<file path="src/rtl/montgomery_multiply_core.sv">
// ---------------------------------------------------------------------------
// montgomery_multiply_core
//
// A fully pipelined 12-bit Montgomery multiplier. It computes
//   result = a * b * R^-1 mod Q,  with R = 4096,
// and reduces the result fully into [0, Q-1]. It accepts one operation per
// clock. It has no stalls and no backpressure.
//
// Pipeline:
//   stage 0 : a, b and en registered at the sampling edge
//   stage 1 : P = a*b                              (24 bits)
//   stage 2 : m = (P[11:0]*QPRIME) mod 4096        (12 bits), P forwarded
//   stage 3 : t = (P + m*Q) >> 12                  (13 bits, t < 2Q)
//   final   : result = (t >= Q) ? t-Q : t
//
// Optional feature (macro MONT_OUT_REG_EN):
//   defined   -> the final subtraction and valid are registered, latency 4
//   undefined -> result/valid are combinational from stage 3,   latency 3
// An input sampled at edge k appears with valid=1 after edge k+latency.
//
// Parameters:
//   Q      : odd modulus below 4096 (default 3329)
//   QPRIME : -Q^-1 mod 4096          (default 3327)
//
// Ports:
//   clk    in   rising-edge clock
//   rst_n  in   synchronous active-low reset; flushes every in-flight operation
//   en     in   input-valid strobe; a/b are sampled on each edge with en=1
//   a      in   [11:0] multiplicand, expected in [0, Q-1]
//   b      in   [11:0] multiplier,   expected in [0, Q-1]
//   result out  [11:0] Montgomery product; holds its value across bubbles
//   valid  out  high for exactly one cycle per accepted input
// ---------------------------------------------------------------------------
module montgomery_multiply_core #(
    parameter int unsigned Q      = 3329,
    parameter int unsigned QPRIME = 3327
) (
    input  logic        clk,
    input  logic        rst_n,
    input  logic        en,
    input  logic [11:0] a,
    input  logic [11:0] b,
    output logic [11:0] result,
    output logic        valid
);

    // Stage 0: input capture
    logic [11:0] a_q;
    logic [11:0] b_q;
    logic        v0;

    // Stage 1: full product
    logic [23:0] p1;
    logic        v1;

    // Stage 2: Montgomery quotient, product forwarded
    logic [11:0] m2;
    logic [23:0] p2;
    logic        v2;

    // Stage 3: reduced value, still in [0, 2Q)
    logic [12:0] t3;
    logic        v3;

    // Next-stage combinational values
    logic [23:0] p_next;
    logic [11:0] m_next;
    logic [12:0] t_next;
    logic [11:0] res_next;

    always_comb begin
        p_next   = a_q * b_q;
        // Only the low 12 bits of the product are kept. That is the mod 4096.
        m_next   = p1[11:0] * 12'(QPRIME);
        // The low 12 bits of P + m*Q are zero by construction of m, so the
        // shift is an exact division by R.
        t_next   = 13'(({1'b0, p2} + 25'(m2) * 25'(Q)) >> 12);
        res_next = 12'((t3 >= 13'(Q)) ? (t3 - 13'(Q)) : t3);
    end

    // The valid bits shift through the pipeline on every edge. A data
    // register loads only when its incoming valid bit is set. A bubble
    // therefore leaves the data untouched, and result holds its old value.
    always_ff @(posedge clk) begin
        if (!rst_n) begin
            a_q <= '0;
            b_q <= '0;
            v0  <= 1'b0;
            p1  <= '0;
            v1  <= 1'b0;
            m2  <= '0;
            p2  <= '0;
            v2  <= 1'b0;
            t3  <= '0;
            v3  <= 1'b0;
        end else begin
            v0 <= en;
            v1 <= v0;
            v2 <= v1;
            v3 <= v2;
            if (en) begin
                a_q <= a;
                b_q <= b;
            end
            if (v0) begin
                p1 <= p_next;
            end
            if (v1) begin
                m2 <= m_next;
                p2 <= p1;
            end
            if (v2) begin
                t3 <= t_next;
            end
        end
    end

`ifdef MONT_OUT_REG_EN
    logic [11:0] result_q;
    logic        valid_q;

    always_ff @(posedge clk) begin
        if (!rst_n) begin
            result_q <= '0;
            valid_q  <= 1'b0;
        end else begin
            valid_q <= v3;
            if (v3) begin
                result_q <= res_next;
            end
        end
    end

    assign result = result_q;
    assign valid  = valid_q;
`else
    assign result = res_next;
    assign valid  = v3;
`endif

endmodule

</file>
<file path="config.mk">
export PLATFORM = sky130hd
export DESIGN_NAME = montgomery_multiply_core
export DESIGN_NICKNAME = d
export VERILOG_FILES = /design/src/rtl/montgomery_multiply_core.sv
export SDC_FILE = /design/constraint.sdc
export NUM_CORES = 1
export LEC_CHECK = 0
export CORE_ASPECT_RATIO = 1.4
export CORE_UTILIZATION = 40
export CTS_CLUSTER_DIAMETER = 80
export DETAILED_ROUTE_END_ITERATION = 6
export HOLD_SLACK_MARGIN = 0.12
export PLACE_DENSITY = 0.61
export SYNTH_ARGS = -nofsm -noshare
export SYNTH_HDL_FRONTEND = slang
export SYNTH_SLANG_ARGS = --single-unit
</file>
<file path="constraint.sdc">
create_clock -name clk -period 15.45 [get_ports clk]
set_clock_uncertainty 0.05 [all_clocks]
set_input_delay 1.545 -clock clk [delete_from_list [all_inputs] [get_ports clk]]
set_output_delay 1.545 -clock clk [all_outputs]
set_load 0.03 [all_outputs]
</file>
==> results of run 1 <==
==> metal layers <==
metal	GRT usage	up-vias	routed length, um
li1	-	4253	-
met4	0.0555	0	634
met2	0.313	72	12900
met3	0.0181	23	375
met5	0	-	0
met1	0.192	4082	10400
==> Yosys cell counts, drive strengths merged (2+ instances only) <==
cell and n:
a211o 3, a211oi 4, a21o 11, a21oi 29, a31oi 5, and2 57
and3 4, buf 4, clkbuf 42, dfxtp 100, fa 155, ha 188
inv 314, mux2i 69, nand2 126, nand2b 7, nand3 7, nand3b 3
nor2 14, nor2b 77, nor3 3, nor4 4, nor4b 2, o2111ai 3
o211a 5, o21a 9, o21ai 33, o21bai 7, o31ai 4, or3 2
or4 2, xnor2 45, xor2 13
==> tightest hold or removal path: cells and delay by family (launching register included) <==
family / cells / cell delay (ns)
AND/OR/NAND/NOR: 1 / 0.05
flip-flops: 1 / 0.32
AO/OA/AOI/OAI: 1 / 0.05
==> final cells by class <==
cell class	instances	area share
Inverter	314	0.0872
Multi-Input combinational cell	906	0.675
Clock inverter	7	0.00685
Clock buffer	9	0.0167
Tap cell	390	0.0361
Sequential cell	100	0.148
Timing Repair Buffer	42	0.0298
==> power groups by stage <==
stage	Clock, uW	Combinational, uW	Sequential [uW]
3_5_place_dp	0	194	294
2_1_floorplan	0	160	279
3_3_place_gp	0	190	293
5_1_grt	268	224	290
4_1_cts	259	196	288
6_report	248	191	288
==> worst paths after layout <==
| path | depth (start not counted) | startpoint | endpoint |
|---|---|---|---|
| max reg2reg | 17 | a_q[2] | p1[19] |
| min reg2reg | 2 | p1[18] | p1[18] |
| max | 17 | a_q[2] | p1[19] |
| min | 2 | p1[18] | p1[18] |
==> per-stage QoR <==
| stage | util | setup slack (ns) | hold slack, ns | instance area, um^2 |
|---|---|---|---|---|
| 6_report | 0.440 | 9.83 | 0.406 | 13500 |
| 3_3_place_gp | 0.430 | 10.02 | 0.393 | 13200 |
| 5_1_grt | 0.440 | 9.58 | 0.447 | 13500 |
| 3_5_place_dp | 0.430 | 9.86 | 0.401 | 13200 |
| 2_1_floorplan | - | 10.26 | 0.375 | 12500 |
| 4_1_cts | 0.440 | 9.84 | 0.411 | 13500 |
==> flip-flops by register name (all words and copies together), names as in the netlist <==
register and cells:
m2 12, v2 1, valid 1, p1 24, v0 1, t3 13
b_q 12, a_q 12, v1 1, p2 23
==> cell families (layout without fill, tap and decap cells) <==
logic type,after synthesis,in the layout,synth area share
AOI/OAI and AO/OA,125,125,0.0697
adders and majority gates,343,343,0.437
muxes,69,69,0.0553
and+or+nand+nor,311,311,0.129
DFF,100,100,0.160
buffers and inverters,360,372,0.108
xor gates and xnor gates,58,58,0.0407
==> placed cells by master, fill, tap and decap left out, types with 3 or more instances in the layout <==
cell / netlist / routed
sky130_fd_sc_hd__a211o_1: 3 / 3
sky130_fd_sc_hd__a211oi_1: 3 / 3
sky130_fd_sc_hd__a21o_1: 11 / 11
sky130_fd_sc_hd__a21oi_1: 27 / 27
sky130_fd_sc_hd__a31oi_1: 5 / 5
sky130_fd_sc_hd__and2_1: 57 / 57
sky130_fd_sc_hd__and3_1: 4 / 4
sky130_fd_sc_hd__buf_4: 0 / 3
sky130_fd_sc_hd__clkbuf_16: 0 / 9
sky130_fd_sc_hd__clkdlybuf4s50_1: 0 / 37
sky130_fd_sc_hd__dfxtp_1: 100 / 99
sky130_fd_sc_hd__fa_1: 155 / 155
sky130_fd_sc_hd__ha_1: 188 / 188
sky130_fd_sc_hd__inv_1: 314 / 314
sky130_fd_sc_hd__mux2i_1: 69 / 69
sky130_fd_sc_hd__nand2_1: 126 / 126
sky130_fd_sc_hd__nand2b_1: 7 / 7
sky130_fd_sc_hd__nand3_1: 7 / 7
sky130_fd_sc_hd__nand3b_1: 3 / 3
sky130_fd_sc_hd__nor2_1: 14 / 14
sky130_fd_sc_hd__nor2b_1: 76 / 76
sky130_fd_sc_hd__nor3_1: 3 / 3
sky130_fd_sc_hd__nor4_1: 4 / 4
sky130_fd_sc_hd__o211a_1: 5 / 5
sky130_fd_sc_hd__o21a_1: 9 / 9
sky130_fd_sc_hd__o21ai_0: 20 / 20
sky130_fd_sc_hd__o21ai_1: 11 / 11
sky130_fd_sc_hd__o21bai_1: 7 / 7
sky130_fd_sc_hd__o31ai_1: 3 / 3
sky130_fd_sc_hd__xnor2_1: 45 / 45
sky130_fd_sc_hd__xor2_1: 13 / 13
==> results.md, run 1 <==
Pwr:
- The share of total power dissipated in the clock network is 0.341.
- The worst-case IR drop observed on VDD is around 0.000067 V.
- For this design the static power due to leakage is ~0.0070 uW.
- The combinational power share is 0.263.
- The part of the power in registers is 0.396.
- The completed layout was analyzed and its total power is a little over 700 uW.
- The switching power summed over all nets is between 200 and 250 uW.
- The internal power of the cells totals just under 500 uW.
- The ratio of total power to cell area is between 50 and 60 nW/um^2.
- Of the total power, the share spent switching nets is 0.335.

Setup path:
- The required time of the critical path is roughly 16 ns.
- In this run the worst path has a maximum fanout of 13.
- Traced cell by cell, the critical path runs through and2_1, fa_1, fa_1, fa_1, fa_1, inv_1, fa_1, inv_1, ha_1, a21o_1, a21oi_1, nor3b_1, a211o_1, nor2b_2, o21ai_2, nor4b_2, a211o_1.
- The kind of end point of the critical path is a register.
- The startpoint kind of the worst setup timing path is a register.
- By startpoint and endpoint, the worst setup path is classified as reg2reg.
- The kind of cell with the highest combined delay on the critical path is adder cells.
- The setup slack of the most critical reg-to-reg path is 9.83 ns.
- The cell with the biggest individual delay on the critical path is sky130_fd_sc_hd__dfxtp_1.
- By instance count, the cell type seen most on the critical path is sky130_fd_sc_hd__fa_1.
- The total buffers and inverters traversed by the critical path is 2.
- The delay of the slowest cell on the worst path is between 0.6 and 0.7 ns.
- The data arrival time at the worst-slack endpoint is just under 6 ns.

Synth:
- Counting flops with a built-in enable in the synthesized netlist gives 0.
- The async set-reset flop share out of synthesis is 0.
- The largest area contributor in the synthesized netlist is sky130_fd_sc_hd__fa_1.
- The mapped cell area is approximately 12000 um^2.
- The share of synthesized area in the top cell type comes to 0.249.
- In the synthesized netlist the dominant register cell turns out to be sky130_fd_sc_hd__dfxtp_1.
- The total number of yosys warnings is 0.
- The synthesized design contains 100 register bits.
- By area the synthesized netlist is led by sky130_fd_sc_hd__fa_1, sky130_fd_sc_hd__ha_1, sky130_fd_sc_hd__dfxtp_1.
- The number of library cell types mapped by synthesis is between 50 and 60.
- The average instance area after synthesis is 9.14 um^2.
- The synthesized instance count is approximately 1400.
- The synthesized netlist net count is about 1700.
- For this run, the register share of the synthesized area comes to 0.160.

Placed design:
- The placed wire-length estimate after detailed placement is 20400 um.
- The quantity of I/O buffers inserted on ports is 39.
- The final weighted congestion in routability-driven placement is between 0.8 and 0.9.
- In this run, placement finished with an instance count of ~1800.

Timing:
- Setup total negative slack on the finished layout was measured at 0 ns.
- The number of endpoints with negative hold slack in the final report was 0.
- The remaining max-slew budget at the tightest pin is 0.432.
- The worst path in the final design needs a cycle of ~5.6 ns, including I/O delays and setup.
- The count of endpoints failing setup in the final report is 0.
- The share of the clock period used by the worst path after layout is 0.364.
- The number of max-slew violations in the final report is 0.
- The slew at the pin closest to its max-slew limit is roughly 0.85 ns.
- Setup repair after global routing left no endpoint under its margin.
- Derived from the worst setup path, the maximum achievable clock frequency is 178 MHz.

Run status:
- The flow ran to the end, and the final reports show no timing, DRC or antenna violations.

Floorplanning:
- The area of the die is 31900 um^2.
- The number of placed I/O pins is 40.
- The initial utilization of the core area, before any placement, comes to 0.407.
- In this run the core area contains 76 standard-cell rows.
- The chip width is around 150 um.
- The die is between 200 and 250 um tall.
- The core area is 30700 um^2.

Clock tree:
- The tree is rooted in a sky130_fd_sc_hd__clkbuf_16.
- The number of setup buffers added after CTS is 0.
- The CTS tree is done.
- Clock-pin slew was measured on the worst setup and hold paths at 0.08 ns.
- The count of H-tree levels built during CTS is 3.
- After clock tree synthesis, the repair step resized 0 gates.
- The number of clock buffers added by TritonCTS is 9.
- The clock latency on the worst-skew pair is between 0.3 and 0.4 ns.
- In this run, post-CTS hold repair placed 0 buffers.
- The maximum count of clock buffers along a single path is 2.
- The sink count of the clock tree is 100.

Global routing:
- Summed over all layers, the global routing overflow is 0.
- The number of global-route vias before repair is roughly 9000.
- In the global route stage, overall resource usage came out at 0.167.
- The maximum number of pins on one net before global-route repair is 96.
- The global-route wire length before repair is approximately 42000 um.
- The initial antenna violation count came to 0.

Drt:
- The detailed-router iteration count before antenna repair is 4.
- The first routing iteration left between 200 and 250 violations.
- After detailed routing, the number of remaining DRC violations is 0.
- In this run the remaining antenna-violating nets after routing total 0.
- In the final routed layout, each cell accounts on average for about 14 um.
- After detailed routing, the total wire length is ~24000 um.
- The via density per instance is 4.77.
- Across all layers, the routed design uses around 8400 vias.

Final layout:
- The combined area of the multi-input logic cells is between 9000 and 10000 um^2.
- In the final layout, the share of cells above drive strength 1 is 0.0239.
- The total inserted antenna cells is 0.
- At the end of the flow, the number of nets in the layout was 1743.
- For this run, the number of standard cells in the final layout without fillers is 1768.
- In the final layout, flip-flops and latches occupy between 2000 and 2500 um^2.
- The layout has 3013 filler cells.
- The layout overhead on the synthesized area is 8.30%.

Job:
- The reported max-cap violation count is 0.

Worst hold path:
- The path type of the worst min-delay path is reg2reg.
(Power assumes the default switching activity.)
==> inputs of run 2 (changes only) <==
--- a/config.mk
+++ b/config.mk
@@ -10,7 +10,7 @@
 export CTS_CLUSTER_DIAMETER = 80
 export DETAILED_ROUTE_END_ITERATION = 6
 export HOLD_SLACK_MARGIN = 0.12
-export PLACE_DENSITY = 0.61
+export PLACE_DENSITY = 0.63
 export SYNTH_ARGS = -nofsm -noshare
 export SYNTH_HDL_FRONTEND = slang
 export SYNTH_SLANG_ARGS = --single-unit
==> constraint.sdc (replaced) <==
create_clock -name clk -period 4.7 [get_ports clk]
set_clock_uncertainty 0.05 [all_clocks]
set_input_delay 0.47 -clock clk [delete_from_list [all_inputs] [get_ports clk]]
set_output_delay 0.47 -clock clk [all_outputs]
set_load 0.03 [all_outputs]
==> results.md, run 2 (synthesis results as in run 1) <==
Worst hold path:
- The end of the worst hold path is p1[23].
- The path type of the worst min-delay path is reg2reg.
- The worst hold path startpoint is p1[23].
- The worst hold path cell count is 2.

Clock tree:
- CTS placed an instance of sky130_fd_sc_hd__clkbuf_16 at the clock tree root.
- After clock tree synthesis, the flow added hold-fix buffers numbering 0.
- TritonCTS built the clock tree.
- The H-tree was split into 3 levels.
- The sink count of the clock tree is 100.
- The maximum count of clock buffers along a single path is 2.
- The clock-pin slew on the worst setup and hold paths is around 0.080 ns.
- The clock latency on the worst-skew pair is 0.38 ns.
- The clock buffer count from CTS is 9.

Global routing:
- The number of global-route vias before repair is 9622.
- The maximum number of pins on one net before global-route repair is 56.
- The initial antenna violation count is 0.
- For this run, the total global-route usage over all layers was measured as 0.175.
- The global-route congestion overflow total is 0.
- The first global-routing pass estimated about 44000 um of wire.

Drt:
- In this run, the number of DRC markers left after iteration 0 of detailed routing was around 230.
- For this block, the routed nets add up to ~25000 um of wire.
- The via density per instance is roughly 4.7.
- After detailed routing, the average wire length per cell comes to between 10 and 15 um.
- The count of nets left with antenna violations once routing finished came out at 0.
- The routed layout has between 8000 and 9000 vias.
- The pre-antenna-repair detailed-routing pass consisted of 4 iterations.
- The number of design rule violations left after detail routing is 0.

Setup path:
- The largest individual stage delay along the critical path comes from the cell sky130_fd_sc_hd__fa_1.
- Measured in cells, the most critical reg-to-reg path has a length of 20.
- For the worst setup path, the data required time is 4.91 ns.
- The worst setup path is captured at a register.
- Setup slack on the worst reg-to-reg path comes out at -0.28 ns.
- The start-to-end type of the worst setup path is reg2reg.
- The cell type with the highest occurrence count on the critical path is sky130_fd_sc_hd__fa_1.
- Walking the worst path, the cells encountered are buf_12, nand2_4, fa_1, fa_1, fa_1, inv_1, fa_1, inv_1, fa_1, inv_2, ha_4, a21o_1, buf_4, o311ai_4, a211o_1, buf_4, o21ai_4, o31ai_2, xnor2_1, o21ai_1.
- At the worst endpoint, the arrival time is around 5.2 ns.
- The startpoint kind of the worst setup timing path is a register.
- In this run the critical register-to-register path is launched from a_q[5].
- The maximum fanout encountered on the critical timing path is 5.
- The capture point of the worst reg-to-reg path is p1[23].
- On the worst path, the slowest cell contributes a delay of roughly 0.56 ns.

Pwr:
- Summing internal, switching and leakage power gives ~2500 uW.
- Summed over all nets, the switching power comes to roughly 850 uW.
- The part of the power in registers is 0.369.
- The switching portion of total power is 0.342.
- For this design the static power due to leakage is roughly 0.0077 uW.
- The maximum VDD drop is approximately 0.00019 V.
- The share of total power dissipated in the clock network is 0.308.
- For this design the ratio of total power to cell area is 167 nW/um^2.
- Internal power comes to approximately 1600 uW.
- The combinational power share is 0.323.

Floorplanning:
- The number of placed I/O pins is 40.
- Measured along the x axis, the die boundary spans roughly 150 um.
- The core area is 30700 um^2.
- The die covers about 32000 um^2.
- For this configuration, the core starts out at a cell density of 0.407.
- After floorplanning, the core was divided into 76 placement rows.
- From bottom edge to top edge, the die measures about 210 um.

Placed design:
- In this run, placement finished with an instance count of approximately 1900.
- The worst slack at placement is -0.553 ns.
- The final weighted congestion in routability-driven placement is approximately 0.85.
- Buffers placed on the I/O ports in this run total 39.
- The placed wire-length estimate after detailed placement is between 20000 and 25000 um.

Timing:
- The worst setup margin is -0.277 ns.
- The maximum frequency from static timing analysis is ~200 MHz.
- The slew at the pin closest to its max-slew limit is about 0.86 ns.
- The post-route setup TNS is -1.74 ns.
- The share of the clock period used by the worst path after layout is 1.06.
- The number of max-slew violations in the final report is 0.
- Setup repair after global routing could not meet its margin everywhere.
- The time the final worst path needs with I/O delays and setup is between 4 and 5 ns.
- The number of endpoints with negative hold slack in the final report was 0.
- Hold is met by around 0.4 ns.
- The remaining max-slew budget at the tightest pin is 0.424.
- The count of endpoints failing setup in the final report is 10.

Final layout:
- The area growth from synthesis to layout is 19.7%.
- The register with the most flip-flops in the final layout is p1.
- In the layout the commonest cells are sky130_fd_sc_hd__inv_1, sky130_fd_sc_hd__ha_1, sky130_fd_sc_hd__fa_1.
- The share of final-layout standard cells stronger than drive strength 1 is 0.166.
- The sequential cells in the finished layout cover a total of about 2100 um^2.
- The filler cells instantiated in the layout total about 2900.
- The final non-filler cell total is approximately 1900.
- The largest registers in the layout are p1 (24), p2 (23), t3 (13).
- The register with the most flip-flops in the layout has 24 of them.
- The total inserted antenna cells is 0.
- After the last flow step, the layout net total stands at approximately 1900.
- The combined area of the multi-input logic cells is 9500 um^2.
- The leading cell type in the layout, fill and taps excluded is sky130_fd_sc_hd__inv_1.

Run status:
- The final reports fail on negative setup slack.
- The run finished, with violations left.

Job:
- The reported max-cap violation count is 0.
## run 2: changes by cell type in the layout (fill, tap and decap cells not counted), moves of 7 or more
cell                      change
sky130_fd_sc_hd__a21oi_1      -7
sky130_fd_sc_hd__fa_2         +7
sky130_fd_sc_hd__dfxtp_4     +11
sky130_fd_sc_hd__nand2_1      -9
sky130_fd_sc_hd__ha_1        -14
sky130_fd_sc_hd__dfxtp_1     -20
sky130_fd_sc_hd__nand2_2      +7
sky130_fd_sc_hd__fa_1         -7
sky130_fd_sc_hd__buf_4      +116
sky130_fd_sc_hd__inv_1       -11
sky130_fd_sc_hd__ha_4        +11
sky130_fd_sc_hd__inv_2       +11
sky130_fd_sc_hd__dfxtp_2      +9
sky130_fd_sc_hd__a21oi_2      +7
## run 2: per-stage QoR
stage	utilization	area [um^2]
4_1_cts	0.478	14700
6_report	0.487	14900
2_1_floorplan	-	12800
3_5_place_dp	0.461	14200
3_3_place_gp	0.461	14200
5_1_grt	0.487	14900
## run 2: power by group through the flow
| stage | registers (uW) | clock network [uW] | logic (uW) |
|---|---|---|---|
| after floorplan | 920 | 0 | 558 |
| after global placement | 943 | 0 | 742 |
| after detailed placement | 944 | 0 | 760 |
| after CTS | 923 | 791 | 790 |
| after global routing | 927 | 823 | 925 |
| final | 921 | 767 | 807 |
## run 2: what timing repair did
item,in CTS,in global routing
setup endpoints to repair,12,14
endpoints found under the hold margin,0,0
pin swaps,42,38
buffers inserted,12,9
gates resized for setup,49,42
## run 2: cell type report
cell class	count	share of cell area
clock inverters	7	0.00477
multi-input cells	906	0.636
inverters	314	0.0788
clock buffers	9	0.0151
well taps	390	0.0326
repair buffers	168	0.0954
flip-flops and latches	100	0.138
## run 2: how the worst max path moves through the flow
stage                      start     end  slack [ns]  cells after the start
after detailed placement  a_q[3]  p1[22]       -0.55                     18
after CTS                 a_q[5]  p1[19]       -0.29                     19
after floorplan           a_q[7]  p1[19]       -0.14                     19
after global routing      a_q[4]  p1[23]       -0.44                     20
final                     a_q[5]  p1[23]       -0.28                     20
after global placement    a_q[3]  p1[22]       -0.40                     18
## run 2: per-layer routing
layer  track usage  part of all wire  up-vias
met1         0.195              0.41     4299
met5             0                 0        -
li1              -                 -     4507
met3        0.0149             0.012       34
met4        0.0714             0.029        0
met2         0.333              0.55       84
## run 2: worst max-delay path, delay by kind of cell (launching register included)
kind | cells | cell delay [ns]
simple gates | 1 | 0.05
xor+xnor | 1 | 0.14
buf+inv | 6 | 0.55
compound gates | 6 | 1.02
fa+ha+maj | 6 | 2.67
flops | 1 | 0.39
==> inputs of run 3 (changes only) <==
--- a/config.mk
+++ b/config.mk
@@ -6,11 +6,11 @@
 export NUM_CORES = 1
 export LEC_CHECK = 0
 export CORE_ASPECT_RATIO = 1.4
-export CORE_UTILIZATION = 40
+export CORE_UTILIZATION = 58
 export CTS_CLUSTER_DIAMETER = 80
 export DETAILED_ROUTE_END_ITERATION = 6
 export HOLD_SLACK_MARGIN = 0.12
-export PLACE_DENSITY = 0.63
+export PLACE_DENSITY = 0.84
 export SYNTH_ARGS = -nofsm -noshare
 export SYNTH_HDL_FRONTEND = slang
 export SYNTH_SLANG_ARGS = --single-unit
==> results.md, run 3 (synthesis results as in run 1) <==
Run status:
- The run finished, with violations left.
- The final reports fail on negative setup slack.

Drt:
- The remaining number of nets flagged by the antenna check after routing is 0.
- The routed design has approximately 31000 um of wire.
- The via density per instance is 5.52.
- For this block, the initial DRC count from the detailed router was between 400 and 500.
- For this run, design rule violations remaining after detail routing come to 0.
- The routed length per instance is roughly 17 um.
- The detailed-router iteration count before antenna repair is 4.
- Summing over every cut layer, the via total after detailed routing is about 10000.

Global routing:
- The aggregate global-route resource usage is 0.269.
- The met1 layer usage reported by global route is 0.269.
- The number of global-route vias before repair is around 11000.
- In the global route stage, met3 resource usage came out at 0.0347.
- The global-route track usage on met2 is 0.540.
- The most utilized layer in the global route result is met2.
- The initial antenna violation count was 0.
- The global-route congestion overflow total is 0.
- The global-route wire length before repair is ~47000 um.
- Entering global routing, the biggest net connects 91 pins.

Timing:
- Static timing analysis puts the maximum clock frequency at approximately 200 MHz.
- The post-route setup TNS is -2.80 ns.
- The number of endpoints with negative hold slack in the final report was 0.
- Setup repair after global routing could not meet its margin everywhere.
- The count of endpoints failing setup in the final report is 12.
- The worst setup margin is -0.401 ns.
- For the pin with the worst max-slew slack, the measured transition is 0.790 ns.
- Of the available clock period, the critical path in the final layout requires 1.09.
- The number of max-slew violations in the final report came to 0.
- Counting I/O delays and the setup requirement, the final critical path takes 5.10 ns.
- Measured against its own limit, the worst slew margin works out to 0.473.

Setup path:
- The critical path is of the reg2reg type.
- In this run the worst path has a maximum fanout of 6.
- The required time of the critical path is 4.95 ns.
- Data arrives at the worst endpoint at about 5.4 ns.
- The worst setup path is launched from a register.
- STA classifies the critical path endpoint as a register.

Clock tree:
- After clock tree synthesis, the clock-pin slew on the worst setup and hold paths is 0.07 ns.
- The total of hold buffers inserted after clock tree synthesis is 0.
- CTS placed an instance of sky130_fd_sc_hd__clkbuf_16 at the clock tree root.
- The clock latency on the worst-skew pair is roughly 0.36 ns.
- The CTS tree is done.
- The maximum count of clock buffers along a single path is 2.
- The clock buffer count from CTS is 9.
- CTS built an H-tree with a depth of 3.
- The sink count of the clock tree is 100.

Pwr:
- IR analysis of the VDD net gives a maximum drop of ~0.00019 V.
- In this run the power density over the cells is roughly 170 nW/um^2.
- The leakage component of the power is between 0.007 and 0.008 uW.
- The post-route total power is 2590 uW.

Placed design:
- The placed instance area is 13800 um^2.
- The placed wire-length estimate after detailed placement is between 20000 and 25000 um.
- The final weighted congestion in routability-driven placement is 0.880.
- Port buffering added 39 buffers.

Final layout:
- The share of final-layout standard cells stronger than drive strength 1 is 0.172.
- With fillers left out, the area of the finished cells amounts to between 10000 and 15000 um^2.
- The largest registers in the layout are p1 (24), p2 (23), t3 (13).
- More flip-flops sit in one register than any other, and that register is p1.
- In the layout the commonest cells are sky130_fd_sc_hd__inv_1, sky130_fd_sc_hd__ha_1, sky130_fd_sc_hd__fa_1.
- The flip-flop count of the largest register after layout is 24.
- The leading cell type in the layout, fill and taps excluded is sky130_fd_sc_hd__inv_1.
- Relative to the synthesized area, the layout overhead comes to 18.8%.
- After the last flow step, the layout net total stands at between 1500 and 2000.
- The total inserted antenna cells is 0.

Job:
- The reported max-cap violation count is 0.

Floorplanning:
- 40 I/O pins were placed.
- The core area is 21100 um^2.
- The count of standard-cell rows is 63.
- The starting density of the core is 0.591.
- The vertical extent of the die is approximately 180 um.
- The chip width is 126 um.
- The area of the die is approximately 22000 um^2.

Worst hold path:
- The tightest min-delay check is of the in2reg type.
run 3: cell count changes in the layout (fill, tap and decap cells not counted), sizes merged:
cell      delta
clkinv       +1
clkinvlp     -2
buf          -2
bufinv       +1
run 3: stage by stage:
| step | hold WS (ns) | std cells | setup WS (ns) | util |
|---|---|---|---|---|
| floorplan | 0.375 | 1366 | -0.143 | - |
| global placement | 0.391 | 1711 | -0.285 | 0.655 |
| detailed placement | 0.401 | 1711 | -0.408 | 0.655 |
| CTS | 0.353 | 1747 | -0.286 | 0.688 |
| global route | 0.366 | 1762 | -0.520 | 0.702 |
| finish | 0.356 | 1762 | -0.401 | 0.702 |
run 3: cell type report:
cell class	count	area (um^2)
Multi-Input combinational cell	906	9550
Fill cell	1386	6290
Sequential cell	100	2060
Timing Repair Buffer	166	1420
Inverter	314	1180
Tap cell	260	325
Clock buffer	9	225
Clock inverter	7	71.3
run 3: final timing paths:
path              startpoint      to  slack, ns  cells after the start
hold reg to reg       p1[18]  p1[18]       0.41                      2
setup / recovery      a_q[6]  p1[17]      -0.40                     20
setup reg to reg      a_q[6]  p1[17]      -0.40                     20
hold / removal         rst_n      v2       0.36                      2
run 3: what timing repair did:
action                                 4_1_cts  5_1_grt
setup buffers                               20       16
setup endpoints to repair                   12       14
resized for setup                           75       53
pin swaps                                   48       35
endpoints found under the hold margin        0        0
run 3: metal layers:
layer  vias up  part of all wire
li1       4499                 -
met1      4806              0.36
met2       281              0.56
met3       137             0.032
met4         0             0.051
met5         -                 0
run 3: critical path, cell delays in order, from the launching register on:
cell and delay [ns]:
sky130_fd_sc_hd__dfxtp_4 0.40, sky130_fd_sc_hd__buf_4 0.17, sky130_fd_sc_hd__nand2_1 0.09, sky130_fd_sc_hd__fa_2 0.48
sky130_fd_sc_hd__fa_1 0.45, sky130_fd_sc_hd__inv_1 0.15, sky130_fd_sc_hd__fa_1 0.47, sky130_fd_sc_hd__fa_1 0.51
sky130_fd_sc_hd__inv_1 0.06, sky130_fd_sc_hd__fa_1 0.50, sky130_fd_sc_hd__inv_2 0.05, sky130_fd_sc_hd__ha_4 0.21
sky130_fd_sc_hd__a21o_1 0.20, sky130_fd_sc_hd__a21oi_4 0.17, sky130_fd_sc_hd__nor3b_4 0.21, sky130_fd_sc_hd__a211o_1 0.22
sky130_fd_sc_hd__nor2b_4 0.19, sky130_fd_sc_hd__buf_6 0.10, sky130_fd_sc_hd__xnor2_1 0.11, sky130_fd_sc_hd__mux2i_1 0.11
sky130_fd_sc_hd__nor2b_1 0.12
run 3: power by group:
part / internal (uW) / switching, uW
logic: 415 / 463
clock network: 417 / 369
registers: 875 / 47.5
total: 1710 / 880
==> edit 1 (config.mk and constraints of run 1) <==
The option `MONT_OUT_REG_EN` is turned on by a define.
--- a/src/rtl/montgomery_multiply_core.sv
+++ b/src/rtl/montgomery_multiply_core.sv
@@ -31,6 +31,8 @@
 //   result out  [11:0] Montgomery product; holds its value across bubbles
 //   valid  out  high for exactly one cycle per accepted input
 // ---------------------------------------------------------------------------
+`define MONT_OUT_REG_EN
+
 module montgomery_multiply_core #(
     parameter int unsigned Q      = 3329,
     parameter int unsigned QPRIME = 3327
Function: changed (Yosys sat finds a counterexample within 10 cycles, from zero or initial values and one cycle with rst_n low).
==> edit 1 against run 1 <==
The flow now finishes with violations (DRC); sequential cell count up 13; area after synthesis up 1.5%; final area up 3.2%; via count increased by 3.1%; sequential share of layout area grew 1.4 points; routed wire length up 0.99%; setup slack got worse by 0.084 ns; total power is 26% higher; critical path type unchanged.
==> edit 1: results (changes against run 1) <==
yosys warns=0 (unchanged); worst vdd ir=0.0000557 V (was 0.0000674 V); vias in the first global route=9230 (was 8965); worst-case reg-to-reg path depth=18 (was 17); distinct cell type count after synthesis=59 (was 58); share of layout cells above drive strength 1=3.59% (was 2.39%); Tmin final=5.71 ns (was 5.62 ns); hold endpoint=result[6] (was p1[18]); Int Power=0.000640 W (was 0.000484 W); DR WL/cell=13.6 µm (was 13.8 µm); outcome=finished with violations (was finished, final reports clean); sequential share of the synthesized area=17.9% (was 16.0%); Synth area leaders=fa_1, ha_1, dfxtp_1 (unchanged); CTS clock-pin slew for the worst setup and hold paths=0.06 ns (was 0.08 ns); drt pass-1 iters=6 (was 4); Final Non-Filler Cells=1809 (was 1768); DR iter-0 viols=224 (was 210); critical path class=reg2reg (unchanged); worst path arrival time=5.97 ns (was 5.88 ns); largest net degree at the start of global routing=54 (was 96); biggest cell delay along the critical path=0.62 ns (about the same); Lkg Pwr=7.26 nW (was 6.99 nW); HPWL Detailed=20200 µm (was 20400 µm); first-pass GRT wire length=42900 µm (was 42200 µm); failing checks=DRC; Worst-Skew Late Latency=0.43 ns (was 0.36 ns); # fillers=3023 (was 3013); top cells by count, synth=inv_1, ha_1, fa_1, dfxtp_1, nand2_1 (was inv_1, ha_1, fa_1, nand2_1, dfxtp_1); Mapped Cells=1394 (was 1366); Critical-path top delay cell=dfxtp_1 (unchanged); vias per cell=4.81 (was 4.77); Reg2Reg Setup Slack=9.74 ns (was 9.83 ns); Post-route DRC=6 (was 0); # port buffers=39 (unchanged); CP max FO=13 (unchanged); R2R Path End=p1[22] (was p1[19]); Post-Place Cells=1777 (was 1752); relative slew slack=46.4% (was 43.2%); H-Tree Level Count=4 (was 3); GPL Wtd Cong=0.861 (was 0.834); hold path start=result[6] (was p1[18]); Critical Path Start=b_q[11] (was a_q[2]); Global Route Usage Sum=16.6% (was 16.7%)
-- edit 1: cell count changes after synthesis, sizes merged, moves of 10 or more --
cell           run 1  this run
nor2              14       112
o21ai             33        22
dfxtp            100       113
mux2i             69        80
a211oi             4        14
nor2b             77         6
nand2            126       113
-- edit 1: final cells by class --
class | count | share of cell area (%)
inverters | 313 | 8.43
multi-input cells | 919 | 64.7
clock buffers | 23 | 3.50
repair buffers | 42 | 2.92
clock inverters | 9 | 0.753
flip-flops and latches | 113 | 16.2
well taps | 390 | 3.50
-- edit 1: per-layer routing --
metal / GRT usage (%) / share of wire [%] / routed length, µm / vias up
li1: - / - / - / 4371
met1: 18.5 / 42 / 10400 / 4133
met2: 31.6 / 53 / 13000 / 143
met3: 2.96 / 2.6 / 630 / 47
met4: 6.05 / 2.4 / 595 / 0
met5: 0 / 0 / 0 / -
-- edit 1: power groups by stage --
stage / Sequential, W / Clock [W] / Combinational (W)
finish: 0.000324 / 0.000397 / 0.000192
global route: 0.000326 / 0.000421 / 0.000225
CTS: 0.000324 / 0.000407 / 0.000196
detailed placement: 0.000330 / 0 / 0.000194
global placement: 0.000330 / 0 / 0.000190
floorplan: 0.000316 / 0 / 0.000158
-- edit 1: cell families after synthesis --
group	count (synthesis)	synth area share, %
AND/OR/NAND/NOR	328	11.9
XOR/XNOR	55	3.80
buffers and inverters	362	10.9
AO/OA/AOI/OAI	112	6.12
adder cells (fa/ha/maj)	343	43.1
flip-flops	113	17.9
multiplexers	81	6.41
-- edit 1: through the flow --
stage | hold WS [ns] | area (µm²)
after floorplan | 0.392 | 12700
after detailed placement | 0.422 | 13400
after global placement | 0.414 | 13400
after CTS | 0.434 | 14000
final | 0.431 | 14000
after global routing | 0.454 | 14000
==> edit 2 (settings of run 1) <==
Made on the original files. Register the output `result`, cleared by the reset; this adds one clock of latency there. The other outputs are not delayed to match. Comments in the files are not updated.
--- a/src/rtl/montgomery_multiply_core.sv
+++ b/src/rtl/montgomery_multiply_core.sv
@@ -134,7 +134,13 @@
     assign result = result_q;
     assign valid  = valid_q;
 `else
-    assign result = res_next;
+    always_ff @(posedge clk) begin
+        if (!rst_n) begin
+            result <= '0;
+        end else begin
+            result <= res_next;
+        end
+    end
     assign valid  = v3;
 `endif
 
Function: changed (a bounded check fails within 10 cycles, from zero or initial values and one cycle with rst_n low).
==> edit 2 against run 1 <==
Maximum frequency fell by 4.3%; worst hold slack improved by 0.017 ns; setup slack got worse by 0.25 ns; routed wire length fell by 1.0%; die area barely moved; final area barely moved; total power rose by 3.4%; area after synthesis barely moved; sequential cell count rose by 12; count of clock-buffer cells in the layout rose by 2.
==> edit 2: results (changes against run 1) <==
outcome=finished, final reports clean (unchanged); met2 Resource Use GR=30.5% (was 31.3%); syn_area_per_cell=9.10 µm² (was 9.14 µm²); sequential share of the synthesized area=18.0% (was 16.0%); DR WL/cell=13.6 µm (was 13.8 µm); Global Route Usage Sum=16.5% (was 16.7%); worst vdd ir=0.0000537 V (was 0.0000674 V); first-pass GRT wire length=41600 µm (was 42200 µm); Area after DPL=13200 µm² (about the same); drt pass-1 iters=4 (unchanged); vias per cell=4.78 (was 4.77); Critical-path top delay cell=dfxtp_1 (unchanged); met3 Usage GRT=2.29% (was 1.81%); worst path arrival time=6.09 ns (was 5.88 ns); DR iter-0 viols=146 (was 210); share of layout cells above drive strength 1=2.24% (was 2.39%); initial antenna violation count=0 (unchanged); Primary FF master, synth=dfxtp_1 (unchanged); CTS root buffer=clkbuf_16 (unchanged); CTS tree=built (unchanged); HPWL Detailed=20100 µm (was 20400 µm); H-Tree Level Count=3 (unchanged); dpl ws=9.56 ns (was 9.86 ns); Synth area leaders=fa_1, ha_1, dfxtp_1 (unchanged); met3 wire length=461 µm (was 375 µm); largest net degree at the start of global routing=55 (was 96); post-CTS resize count=0 (unchanged); distinct cell type count after synthesis=56 (was 58); # fillers=3025 (was 3013); number of buffers created by CTS=9 (unchanged); setup bufs post-CTS=0 (unchanged); # port buffers=39 (unchanged); Clock Path Buffers=2 (unchanged); Lkg Pwr=7.11 nW (was 6.99 nW); vias in the first global route=8921 (was 8965); yosys warns=0 (unchanged); Syn Nets=1743 (was 1736); GPL Wtd Cong=0.846 (was 0.834); CP max FO=13 (unchanged); HP Class=reg2reg (unchanged); Final Non-Filler Cells=1775 (was 1768); critical path's top delay family=adder cells (unchanged); Post-synth ARST share=0% (unchanged); Int Power=0.000504 W (was 0.000484 W); met1 wire length=10600 µm (was 10400 µm); Worst-Skew Late Latency=0.37 ns; top flop regs=p1: 24 flops, p2: 23 flops, t3: 13 flops (unchanged); relative slew slack=52.5% (was 43.2%); CTS clock-pin slew for the worst setup and hold paths=0.08 ns (about the same); WL met2=12600 µm (was 12900 µm); biggest cell delay along the critical path=0.60 ns (was 0.62 ns); top cells by count, synth=inv_1, ha_1, fa_1, nand2_1, dfxtp_1 (unchanged); met1 usage=19.1% (was 19.2%)
edit 2: cell types whose count changed after synthesis, sizes merged, moves of 5 or more:
cell	run 1	this run
nor2	14	108
nor2b	77	6
o21ai	33	14
dfxtp	100	112
xnor2	45	35
mux2i	69	78
nand2	126	117
xor2	13	21
a211oi	4	9
o211a	5	0
edit 2: final cells by class:
| class | count | area (µm²) | share of cell area [%] |
|---|---|---|---|
| timing repair buffer | 43 | 420 | 3.11 |
| tap | 390 | 488 | 3.61 |
| clock inverter | 5 | 47.5 | 0.352 |
| multi-input combinational | 902 | 8890 | 65.8 |
| inverter | 312 | 1170 | 8.67 |
| sequential | 112 | 2240 | 16.6 |
| clock buffer | 11 | 253 | 1.87 |
edit 2: logic make-up (layout without fill, tap and decap cells):
group / Yosys count / count (layout) / synth area share, %
buf+inv: 359 / 371 / 10.9
fa+ha+maj: 343 / 343 / 43.7
mux: 79 / 79 / 6.34
xor+xnor: 56 / 56 / 3.93
simple gates: 327 / 327 / 11.9
flops: 112 / 112 / 18.0
compound gates: 97 / 97 / 5.31
edit 2: power by group through the flow:
stage | registers [W] | logic (W) | clock network [W]
after floorplan | 0.000312 | 0.000157 | 0
after global placement | 0.000326 | 0.000187 | 0
after global routing | 0.000322 | 0.000221 | 0.000263
after CTS | 0.000320 | 0.000193 | 0.000252
after detailed placement | 0.000327 | 0.000191 | 0
final | 0.000320 | 0.000189 | 0.000243
edit 2: worst paths after layout:
check	cells after the start	to	start	slack [ns]
hold / removal	2	t3[12]	t3[12]	0.42
setup / recovery	19	p1[22]	b_q[5]	9.58
setup reg to reg	19	p1[22]	b_q[5]	9.58
hold reg to reg	2	t3[12]	t3[12]	0.42
